**config.mk**
```make
export PLATFORM = sky130hd
export DESIGN_NAME = memory_z_sched
export DESIGN_NICKNAME = d
export VERILOG_FILES = /design/src/rtl/memory_z_pkg.sv /design/src/rtl/memory_z_sched_rd_pipe.sv /design/src/rtl/memory_z_sched.sv
export SDC_FILE = /design/constraint.sdc
export NUM_CORES = 1
export LEC_CHECK = 0
export ABC_AREA = 1
export BUFFER_PORTS_ARGS = -buffer_cell sky130_fd_sc_hd__buf_2
export CAP_MARGIN = 20
export CORE_MARGIN = 3
export CORE_UTILIZATION = 50
export CTS_BUF_LIST = sky130_fd_sc_hd__clkbuf_4 sky130_fd_sc_hd__clkbuf_8
export CTS_CLUSTER_SIZE = 12
export DETAILED_ROUTE_END_ITERATION = 8
export PLACE_DENSITY = 0.86
export SYNTH_ARGS = -nofsm -noshare
export SYNTH_HDL_FRONTEND = slang
export SYNTH_SLANG_ARGS = --single-unit
```
**constraint.sdc**
```tcl
create_clock -name clk -period 6.2 [get_ports clk]
set_input_delay 1.24 -clock clk [delete_from_list [all_inputs] [get_ports clk]]
set_output_delay 1.24 -clock clk [all_outputs]
set_load 0.005 [all_outputs]
```
**src/rtl/memory_z_pkg.sv**
```systemverilog
// Shared encodings for the memory_z triple-buffer scheduler.
// Slice states, read FSM codes and slice pointer rotation.
package memory_z_pkg;

  typedef enum logic [1:0] {
    S_FREE  = 2'd0,
    S_FILL  = 2'd1,
    S_FULL  = 2'd2,
    S_DRAIN = 2'd3
  } slc_st_e;

  localparam logic [1:0] R_IDLE  = 2'd0;
  localparam logic [1:0] R_ISSUE = 2'd1;
  localparam logic [1:0] R_FLUSH = 2'd2;

  localparam logic [1:0] SLC_NONE = 2'b11;

  // 0->1->2->0; the unused code falls back to slice 0
  function automatic logic [1:0] ptr_next(
    input logic [1:0] p
  );
    if (p == 2'd2 || p == SLC_NONE)
      return 2'd0;
    return p + 2'd1;
  endfunction

endpackage

```
**src/rtl/memory_z_sched_rd_pipe.sv**
```systemverilog
// Read-side sideband delay line: carries {valid,last}
// alongside the memory_z read latency.
module z_rd_pipe #(
  parameter int RD_LAT = 1
) (
  input  logic clk,
  input  logic rst_n,
  input  logic in_valid,
  input  logic in_last,
  output logic out_valid,
  output logic out_last
);

  logic [RD_LAT-1:0] v_q, v_d;
  logic [RD_LAT-1:0] l_q, l_d;

  always_comb begin
    v_d    = v_q;
    l_d    = l_q;
    v_d[0] = in_valid;
    l_d[0] = in_last;
    for (int i = 1; i < RD_LAT; i++) begin
      v_d[i] = v_q[i-1];
      l_d[i] = l_q[i-1];
    end
  end

  always_ff @(posedge clk or negedge rst_n) begin
    if (!rst_n) begin
      v_q <= '0;
      l_q <= '0;
    end else begin
      v_q <= v_d;
      l_q <= l_d;
    end
  end

  assign out_valid = v_q[RD_LAT-1];
  assign out_last  = l_q[RD_LAT-1];

endmodule

```
**src/rtl/memory_z_sched.sv**
```systemverilog
// Triple-buffer scheduler for memory_z: producer fills one
// slice while the consumer drains another, rotating 0->1->2.
module memory_z_sched
  import memory_z_pkg::*;
#(
  parameter int DW     = 24,
  parameter int AW     = 6,
  parameter int DEPTH  = 40,
  parameter int NSLC   = 3,
  parameter int RD_LAT = 1
) (
  input  logic          clk,
  input  logic          rst_n,
  input  logic          in_valid,
  output logic          in_ready,
  input  logic [DW-1:0] in_data,
  input  logic          in_last,
  input  logic          rd_req,
  output logic          out_valid,
  output logic [DW-1:0] out_data,
  output logic          out_last,
  output logic [1:0]    full_cnt,
  output logic [AW-1:0] mem_wraddr,
  output logic [1:0]    mem_wrslc,
  output logic          mem_wren,
  output logic [DW-1:0] mem_in,
  output logic [AW-1:0] mem_rdaddr,
  output logic [1:0]    mem_rdslc,
  input  logic [DW-1:0] mem_rdout
);

  localparam logic [AW-1:0] WLAST = AW'(DEPTH - 1);
  localparam logic [1:0]    FLAT  = 2'(RD_LAT - 1);

  slc_st_e       st_q  [NSLC];
  slc_st_e       st_d  [NSLC];
  logic [AW-1:0] len_q [NSLC];
  logic [AW-1:0] len_d [NSLC];

  logic [1:0]    wr_ptr_q, wr_ptr_d;
  logic [1:0]    rd_ptr_q, rd_ptr_d;
  logic [AW-1:0] wcnt_q, wcnt_d;
  logic [AW-1:0] raddr_q, raddr_d;
  logic [1:0]    rstate_q, rstate_d;
  logic [1:0]    fcnt_q, fcnt_d;

  logic          wren_q, wren_d;
  logic [AW-1:0] wraddr_q, wraddr_d;
  logic [1:0]    wrslc_q, wrslc_d;
  logic [DW-1:0] win_q, win_d;

  logic hs, close, iss_v, iss_l;
  logic pv, pl;

  assign in_ready = (st_q[wr_ptr_q] == S_FREE)
                 || (st_q[wr_ptr_q] == S_FILL);
  assign hs    = in_valid && in_ready;
  assign close = hs && (in_last || wcnt_q == WLAST);

  always_comb begin
    st_d     = st_q;
    len_d    = len_q;
    wr_ptr_d = wr_ptr_q;
    wcnt_d   = wcnt_q;
    wren_d   = hs;
    wraddr_d = hs ? wcnt_q   : '0;
    wrslc_d  = hs ? wr_ptr_q : '0;
    win_d    = hs ? in_data  : '0;
    if (close) begin
      st_d[wr_ptr_q]  = S_FULL;
      len_d[wr_ptr_q] = wcnt_q + AW'(1);
      wr_ptr_d        = ptr_next(wr_ptr_q);
      wcnt_d          = '0;
    end else if (hs) begin
      st_d[wr_ptr_q] = S_FILL;
      wcnt_d         = wcnt_q + AW'(1);
    end

    // read side only touches FULL/DRAIN slices, so
    // it never collides with the write-side update
    rstate_d = rstate_q;
    raddr_d  = raddr_q;
    fcnt_d   = fcnt_q;
    rd_ptr_d = rd_ptr_q;
    iss_v    = 1'b0;
    iss_l    = 1'b0;
    unique case (rstate_q)
      R_IDLE: begin
        if (rd_req && st_q[rd_ptr_q] == S_FULL) begin
          rstate_d       = R_ISSUE;
          st_d[rd_ptr_q] = S_DRAIN;
          raddr_d        = '0;
        end
      end
      R_ISSUE: begin
        iss_v = 1'b1;
        iss_l = raddr_q == len_q[rd_ptr_q] - AW'(1);
        if (iss_l) begin
          rstate_d = R_FLUSH;
          raddr_d  = '0;
          fcnt_d   = '0;
        end else begin
          raddr_d = raddr_q + AW'(1);
        end
      end
      R_FLUSH: begin
        if (fcnt_q == FLAT) begin
          st_d[rd_ptr_q] = S_FREE;
          rd_ptr_d       = ptr_next(rd_ptr_q);
          rstate_d       = R_IDLE;
          fcnt_d         = '0;
        end else begin
          fcnt_d = fcnt_q + 2'd1;
        end
      end
      default: rstate_d = R_IDLE;
    endcase
  end

  always_comb begin
    full_cnt = '0;
    for (int i = 0; i < NSLC; i++)
      if (st_q[i] == S_FULL)
        full_cnt = full_cnt + 2'd1;
  end

  always_ff @(posedge clk or negedge rst_n) begin
    if (!rst_n) begin
      for (int i = 0; i < NSLC; i++) begin
        st_q[i]  <= S_FREE;
        len_q[i] <= '0;
      end
      wr_ptr_q <= '0;
      rd_ptr_q <= '0;
      wcnt_q   <= '0;
      raddr_q  <= '0;
      rstate_q <= R_IDLE;
      fcnt_q   <= '0;
      wren_q   <= 1'b0;
      wraddr_q <= '0;
      wrslc_q  <= '0;
      win_q    <= '0;
    end else begin
      st_q     <= st_d;
      len_q    <= len_d;
      wr_ptr_q <= wr_ptr_d;
      rd_ptr_q <= rd_ptr_d;
      wcnt_q   <= wcnt_d;
      raddr_q  <= raddr_d;
      rstate_q <= rstate_d;
      fcnt_q   <= fcnt_d;
      wren_q   <= wren_d;
      wraddr_q <= wraddr_d;
      wrslc_q  <= wrslc_d;
      win_q    <= win_d;
    end
  end

  z_rd_pipe #(
    .RD_LAT (RD_LAT)
  ) u_rd_pipe (
    .clk       (clk),
    .rst_n     (rst_n),
    .in_valid  (iss_v),
    .in_last   (iss_l),
    .out_valid (pv),
    .out_last  (pl)
  );

  assign out_valid  = pv;
  assign out_last   = pl;
  assign out_data   = pv ? mem_rdout : '0;
  assign mem_wren   = wren_q;
  assign mem_wraddr = wraddr_q;
  assign mem_wrslc  = wrslc_q;
  assign mem_in     = win_q;
  assign mem_rdaddr = iss_v ? raddr_q  : '0;
  assign mem_rdslc  = iss_v ? rd_ptr_q : '0;

endmodule

```
Yosys cells after proc, flatten, opt, wreduce, memory -nomap -nowiden. Cells that the tools add are included.

Bits in registers: 79. Word-level logic and storage cells: 129.

Eq/ne operators: 16. Reduce and logical (&&, ||, !) cells: 19. Bitwise logic cells: 11. Magnitude comparators: 4. $add $sub $neg: 8. Muxes and demuxes: 53.

Operator list (count): $mux W6 (13); $mux W24 (2); $mux W2 (19); $pmux W6 S2 (2); $bwmux W18 (1); $eq A2 B2 Y1 const B (9); $add A6 B1 Y6 const B (2); $bmux W6 S2 (1); $demux W6 S2 (1); $add A2 B1 Y2 const B (5); $bmux W2 S2 (2); $demux W2 S2 (2); $mux W1 (8); $and A3 B3 Y3 (2); $and A6 B6 Y6 (1); $eq A6 B6 Y1 (1); $eq A6 B6 Y1 const B (1); $ge A3 B3 Y1 const B (2); $logic_not A2 Y1 (3); $lt A3 B1 Y1 const B (2); $ne A2 B2 Y1 const B (3); $not A2 Y3 (2); $not A3 Y3 (2); $not A6 Y6 (1); other kinds (11) (24).

Logic depth before layout (Yosys ltp). Gate-level depths: netlist of run 1.

Word-level depth: 12. Gate-level depth with buffers: 17.

Hierarchy. A second synthesis of run 1 with hierarchy kept.

Cells, all modules: 465. Area total of the unflattened synthesis: 3753.6 um^2.

Modules (own cells, without submodules): memory_z_sched (sequential area each 1926.8 um^2, cells an instance 463, area an instance 3703.6 um^2, times used 1); z_rd_pipe (sequential area each 50.0 um^2, cells an instance 2, area an instance 50.0 um^2, times used 1).

Worst setup path after synthesis of run 1. No wires, ideal clock.

Path kind: input port to output port. Start point: in mem_rdout[10]. End point: out out_data[10]. Arrival: 1342 ps. Path buffers: 0. Required time: 4960 ps. Slack: 3618 ps. Cell stages on the path: 2. Cells stage by stage: nand2_1 inv_1.

Word-level cells in the longest chain between the ends: 1.

Ends and longest elaborated chain: start, declared (line memory_z_sched.sv:29) `input logic [DW-1:0] mem_rdout`; $mux W24 (line memory_z_sched.sv:172) `assign out_data = pv ? mem_rdout : '0;`; end, declared (line memory_z_sched.sv:20) `output logic [DW-1:0] out_data,`.

Every way passes these cells.

Worst setup path in the final report of run 1.
Start point: reg rstate_q[1]. End point: out mem_rdslc[0].

Word-level cells in the longest chain between the ends: 3.

Ends and longest elaborated chain: start, declared (line memory_z_sched.sv:44) `logic [1:0] rstate_q, rstate_d;`; start signal, assigned (line memory_z_sched.sv:150) `rstate_q <= rstate_d;`; $eq A2 B1 Y1 (line memory_z_sched.sv:87) `unique case (rstate_q)`; $mux W1 (line memory_z_sched.sv:87); $mux W2 (line memory_z_sched.sv:178) `assign mem_rdslc = iss_v ? rd_ptr_q : '0;`; end, declared (line memory_z_sched.sv:28) `output logic [1:0] mem_rdslc,`.

Every way passes these cells.

==> results of run 1 <==
flip-flops by register name, indices dropped and copies added, names as in the netlist, 6 cells and up:
signal	flops
wcnt_q	6
len_q	18
st_q	6
raddr_q	6
mem_in	24
mem_wraddr	6
cell type report:
| class | instances | area [sq um] |
|---|---|---|
| well taps | 99 | 124 |
| multi-input cells | 284 | 1410 |
| repair buffers | 122 | 613 |
| clock inverters | 6 | 52.6 |
| flip-flops and latches | 79 | 1980 |
| inverters | 96 | 363 |
| fillers | 619 | 2660 |
| clock buffers | 10 | 131 |
per-stage QoR:
step / power [mW] / std cells / area (sq um) / utilization [%]
floorplan: 1.42 / 470 / 3820 / -
global placement: 1.68 / 680 / 4490 / 61.3
detailed placement: 1.72 / 680 / 4490 / 61.3
CTS: 2.08 / 696 / 4670 / 63.8
global route: 2.26 / 696 / 4670 / 63.8
finish: 2.07 / 696 / 4670 / 63.8
routing by layer:
metal	wire (um)	global-route usage [%]
met2	4440	37.8
met4	144	9.65
met5	0	0
met1	3520	24.9
met3	812	5.63
synth_stat cells (all sizes together):
| cell type | instances |
|---|---|
| dfrtp | 79 |
| nand4 | 3 |
| o21ai | 28 |
| a41oi | 1 |
| ha | 7 |
| nand2 | 113 |
| a21oi | 6 |
| o21bai | 2 |
| nand3 | 35 |
| nor2 | 66 |
| a211oi | 1 |
| clkbuf | 5 |
| xor2 | 8 |
| buf | 6 |
| o22ai | 6 |
| xnor2 | 1 |
| clkinv | 1 |
| o221ai | 1 |
| nor3 | 4 |
| nand3b | 2 |
| inv | 95 |
how the worst max path moves through the flow:
stage	start	to	cells past startpoint
final	rstate_q[1]	mem_rdslc[0]	4
after global placement	mem_rdout[11]	out_data[11]	4
after CTS	rstate_q[0]	mem_rdslc[0]	5
after global routing	rstate_q[0]	mem_rdslc[0]	5
after detailed placement	mem_rdout[11]	out_data[11]	4
after floorplan	mem_rdout[10]	out_data[10]	2
cells by family after synthesis:
group           count (synthesis)  synth area share (%)
compound gates                 45                  7.57
xor+xnor                        9                  2.07
fa+ha+maj                       7                  2.29
buf+inv                       107                  11.2
flops                          79                  51.8
simple gates                  223                  25.1
worst max-delay path: stages, from the launching register on:
cell     delay, ns
dfrtp_1       0.41
nor2_1        0.52
inv_1         0.29
nor2_1        0.17
buf_2         0.13
power breakdown:
group / internal, mW / switching (mW)
registers: 0.678 / 0.136
logic: 0.350 / 0.547
clock network: 0.156 / 0.200
total: 1.18 / 0.884
cells in the final DEF, fill, tap and decap left out, drive strengths merged:
master,instances
o22ai,6
clkinvlp,2
clkinv,2
xnor2,1
nand4,3
xor2,8
a41oi,1
inv,98
dfrtp,79
ha,7
o21bai,2
nand2,113
nand3b,2
o221ai,1
nor2,66
clkbuf,10
o21ai,28
nor3,4
nand3,35
a21oi,6
a211oi,1
buf,122
==> reports/results.ini, run 1 <==
[worst_hold_path]
worstHoldStart = len_q[7]
holdPathStages = 2
worstHoldEndpoint = len_q[7]
hold_class = reg2reg

[power_and_ir_drop]
p_leak_nw = 2.83
vdd_drop_max_mv = 0.222
p_per_area_nw_per_um2 = 442

[sta]
rsz0062_at_grt = no
finalCritPeriodShare_pct = 50.3
drv_slew = 0
fin_tns_setup_ns = 0
hold_slack_ns = 0.490
slew_headroom_pct = 36.6
tightest_slew_ns = 0.951
max_freq_mhz = 321
finalHoldViolations = 0
finalCriticalPeriod_ns = 3.12
setup-violations-final = 0
fin_ws_ns = 3.08
skew_ns = 0.00928

[setup_path]
crit_type = reg2out
reg2reg_to = fcnt_q[1]
crit_arrival_ns = 1.88
critical_path.max_fanout = 11
crit_path_start_kind = flop
reg2regPathDepth = 14
cp_data_required_time_ns = 4.96
r2r-start = rd_ptr_q[0]
end_kind = primary output
r2r_slack_ns = 3.79

[placed_design]
place_ws_ns = 3.34
hpwl_mm = 6.62
place.gp.congestion = 0.889
port_buffers = 122

[synthesis]
synthCells = 470
synth_cell_types = 35
syn_area_sq_um = 3820
syn_nets = 530
yosys.area.top_type = dfrtp_1
synth-seq-cells = 79
synth_warnings = 0
synth_seq_area_share_pct = 51.8
synth_area_leaders = dfrtp_1, nand2_1, inv_1, nor2_1, nand3_1
postSynthAreaPerCell_sq_um = 8.12
yosysTopAreaCellShare_pct = 51.8

[run]
drv_cap = 0

[floorplan]
ioPinCount = 123
start_util_pct = 52.1
die_area_sq_um = 8720
die_w_um = 93.4
core_sq_um = 7330
rows = 31
die_h_um = 93.4

[clock_network]
path_clk_slew_ns = 0.08
cts_tree = built
clock-root-buffer = clkbuf_8
cts_hold_buf = 0
clock_path_buffers = 2
cts_setup_buffers = 0
cts_made_buffers = 9
clk_latency_ns = 0.36
clkSinkCount = 79
ctsResizeCount = 0
htreeDepth = 3

[final_layout]
n_antenna_cell = 0
num-nets-final = 652
area_delta_synth_final_pct = 22.5
layout-drive-gt1-share_pct = 27.6

[routing]
drtIter0Drc = 190
route.vias.total = 3403
viasPerCell = 4.89
first_pass_iters = 4
wl_mm = 8.92
ant_nets = 0
wl_per_cell_um = 12.8
drc = 0

[run_status]
status = finished, final reports clean

[grt]
track_usage_pct = 21.7
grt_pass1_vias = 3289
antenna_found_initial = 0
grt_first_pass_wirelength_mm = 14.7
grt_max_degree = 80
overflow = 0

Note: power is estimated with default switching activity, not from simulation.
==> run 2: changes to the inputs <==
--- a/config.mk
+++ b/config.mk
@@ -9,7 +9,7 @@
 export BUFFER_PORTS_ARGS = -buffer_cell sky130_fd_sc_hd__buf_2
 export CAP_MARGIN = 20
 export CORE_MARGIN = 3
-export CORE_UTILIZATION = 50
+export CORE_UTILIZATION = 48
 export CTS_BUF_LIST = sky130_fd_sc_hd__clkbuf_4 sky130_fd_sc_hd__clkbuf_8
 export CTS_CLUSTER_SIZE = 12
 export DETAILED_ROUTE_END_ITERATION = 8
==> constraint.sdc (replaced) <==
create_clock -name clk -period 2.6 [get_ports clk]
set_input_delay 0.52 -clock clk [delete_from_list [all_inputs] [get_ports clk]]
set_output_delay 0.52 -clock clk [all_outputs]
set_load 0.005 [all_outputs]
==> reports/results.ini, run 2 (synthesis results as in run 1) <==
[run_status]
status = finished, final reports clean

[sta]
skew_ns = 0.0105  ; +0.00121 ns
drv_slew = 0  ; unchanged
finalCriticalPeriod_ns = 2.26
tightest_slew_ns = 0.639  ; -0.312 ns
max_freq_mhz = 442
rsz0062_at_grt = no
slew_headroom_pct = 57.4  ; +21 points
fin_tns_setup_ns = 0  ; unchanged
finalHoldViolations = 0  ; unchanged
finalCritPeriodShare_pct = 87.1
setup-violations-final = 0  ; unchanged

[setup_path]
end_kind = flop
cp_data_required_time_ns = 2.83  ; -2.13 ns
crit_arrival_ns = 2.50  ; +0.62 ns
crit_path_start_kind = flop
r2r_slack_ns = 0.34  ; -3.45 ns
crit_type = reg2reg
critical_path.max_fanout = 9  ; -2
critPathSlowestCell = dfrtp_1
worstPathCellList = inv_2 > nor2_2 > nand2_1 > nand3_2 > inv_1 > ha_1 > inv_1 > nand3_1 > nand2_1 > nand2_1 > nand2_1 > nand3_1 > nor2_2 > nand3_1 > nand3_1 > nand2_1
path_common_cell = nand2_1
crit_path_start = rd_ptr_q[1]
r2r-start = rd_ptr_q[1]
max_stage_delay_ns = 0.55  ; +0.03 ns

[final_layout]
final_cell_area_sq_um = 4730  ; +1.3%
n_antenna_cell = 0  ; unchanged
final_cell_mix = buf_2, nand2_1, inv_1, dfrtp_1, nor2_1
layout-drive-gt1-share_pct = 28.0  ; +0.36 points
num-nets-final = 656  ; +0.61%
largest_reg_flops = 24  ; unchanged
area_delta_synth_final_pct = 24.0
layout_commonest_cell = buf_2

[placed_design]
place.gp.congestion = 0.879  ; -1.1%
placed_cell_area_sq_um = 4530  ; +0.95%
hpwl_mm = 7.18  ; +8.5%
port_buffers = 122  ; unchanged

[grt]
grt_first_pass_wirelength_mm = 15.1  ; +2.5%
antenna_found_initial = 0  ; unchanged
grt_max_degree = 48  ; -40%
overflow = 0  ; unchanged
track_usage_pct = 21.7  ; about the same
grt_pass1_vias = 3347  ; +1.8%

[routing]
wl_per_cell_um = 13.3  ; +3.6%
viasPerCell = 4.92  ; +0.59%
first_pass_iters = 4  ; unchanged
route.vias.total = 3438  ; +1.0%
wl_mm = 9.28  ; +4.0%
ant_nets = 0  ; unchanged
drc = 0  ; unchanged
drtIter0Drc = 243  ; +28%

[clock_network]
htreeDepth = 3  ; unchanged
cts_setup_buffers = 0  ; unchanged
clock-root-buffer = clkbuf_8
path_clk_slew_ns = 0.08  ; about the same
ctsResizeCount = 0  ; unchanged
cts_made_buffers = 9  ; unchanged
clkSinkCount = 79  ; unchanged
clk_latency_ns = 0.35  ; about the same
clock_path_buffers = 2  ; unchanged
cts_hold_buf = 0  ; unchanged
cts_tree = built

[floorplan]
die_h_um = 95.2  ; +1.9%
start_util_pct = 51.0  ; -1.1 points
core_sq_um = 7490  ; +2.1%
die_area_sq_um = 9060  ; +3.9%
ioPinCount = 123  ; unchanged
rows = 31  ; unchanged
die_w_um = 95.2  ; +1.9%

[power_and_ir_drop]
p_int_mw = 2.97  ; +150%
clockPowerShare_pct = 18.3  ; +1.1 points
p_sw_share_pct = 41.6  ; -1.1 points
p_leak_nw = 2.86  ; +1.2%
p_per_area_nw_per_um2 = 1070  ; +140%
p_comb_share_pct = 43.1  ; -0.3 points
vdd_drop_max_mv = 0.531  ; +140%
power_switching_mw = 2.12  ; +140%
sequentialPowerShare_pct = 38.6  ; -0.7 points

[run]
drv_cap = 0  ; unchanged

[worst_hold_path]
hold_class = in2async

run 2: cell count changes in the layout (fill, tap and decap cells not counted), sizes merged:
cell / change
buf: +4
bufinv: +1
clkbuf: +1
inv: -2
clkinvlp: -1
run 2: final cells by class:
| class | instances | area (sq um) |
|---|---|---|
| clock buffers | 11 | 145 |
| clock inverters | 4 | 55.1 |
| fillers | 633 | 2750 |
| inverters | 96 | 363 |
| multi-input cells | 284 | 1410 |
| flip-flops and latches | 79 | 1980 |
| well taps | 99 | 124 |
| repair buffers | 126 | 656 |
run 2: routing by layer:
layer | part of all wire [%] | wire length [um] | GRT usage (%) | vias up
li1 | - | - | - | 1676
met1 | 40 | 3750 | 24.7 | 1575
met2 | 48 | 4430 | 38.4 | 172
met3 | 10 | 932 | 6.55 | 15
met4 | 1.8 | 164 | 7.45 | 0
met5 | 0 | 0 | 0 | -
run 2: path summary, 6_finish.rpt:
path                                end  cells after the start
min in group clk              mem_in[9]                      3
max in group asynchronous  mem_wrslc[1]                      2
hold reg to reg               len_q[12]                      2
setup / recovery              fcnt_q[0]                     16
hold / removal                mem_in[0]                      1
setup reg to reg              fcnt_q[0]                     16
run 2: power by group through the flow:
stage               Combinational, mW  Clock [mW]  Sequential [mW]
floorplan                        1.51           0             1.86
global placement                 2.10           0             1.95
detailed placement               2.19           0             1.97
CTS                              2.20       0.942             1.95
global route                     2.52       0.994             2.01
finish                           2.19       0.930             1.96
run 2: worst max-delay path, delay by kind of cell, from the launching register on:
kind / cells / cell delay, ns
flops: 1 / 0.55
simple gates: 12 / 1.03
fa+ha+maj: 1 / 0.22
buf+inv: 3 / 0.33
run 2: per-stage QoR:
stage	cells	worst slack (ns)	util [%]	hold WS, ns	power, mW
4_1_cts	699	0.360	63.2	0.109	5.10
6_report	699	0.336	63.2	0.109	5.08
3_3_place_gp	684	0.459	60.6	0.483	4.05
5_1_grt	699	0.141	63.2	0.128	5.52
3_5_place_dp	684	0.368	60.6	0.483	4.16
2_1_floorplan	470	0.617	-	0.224	3.38
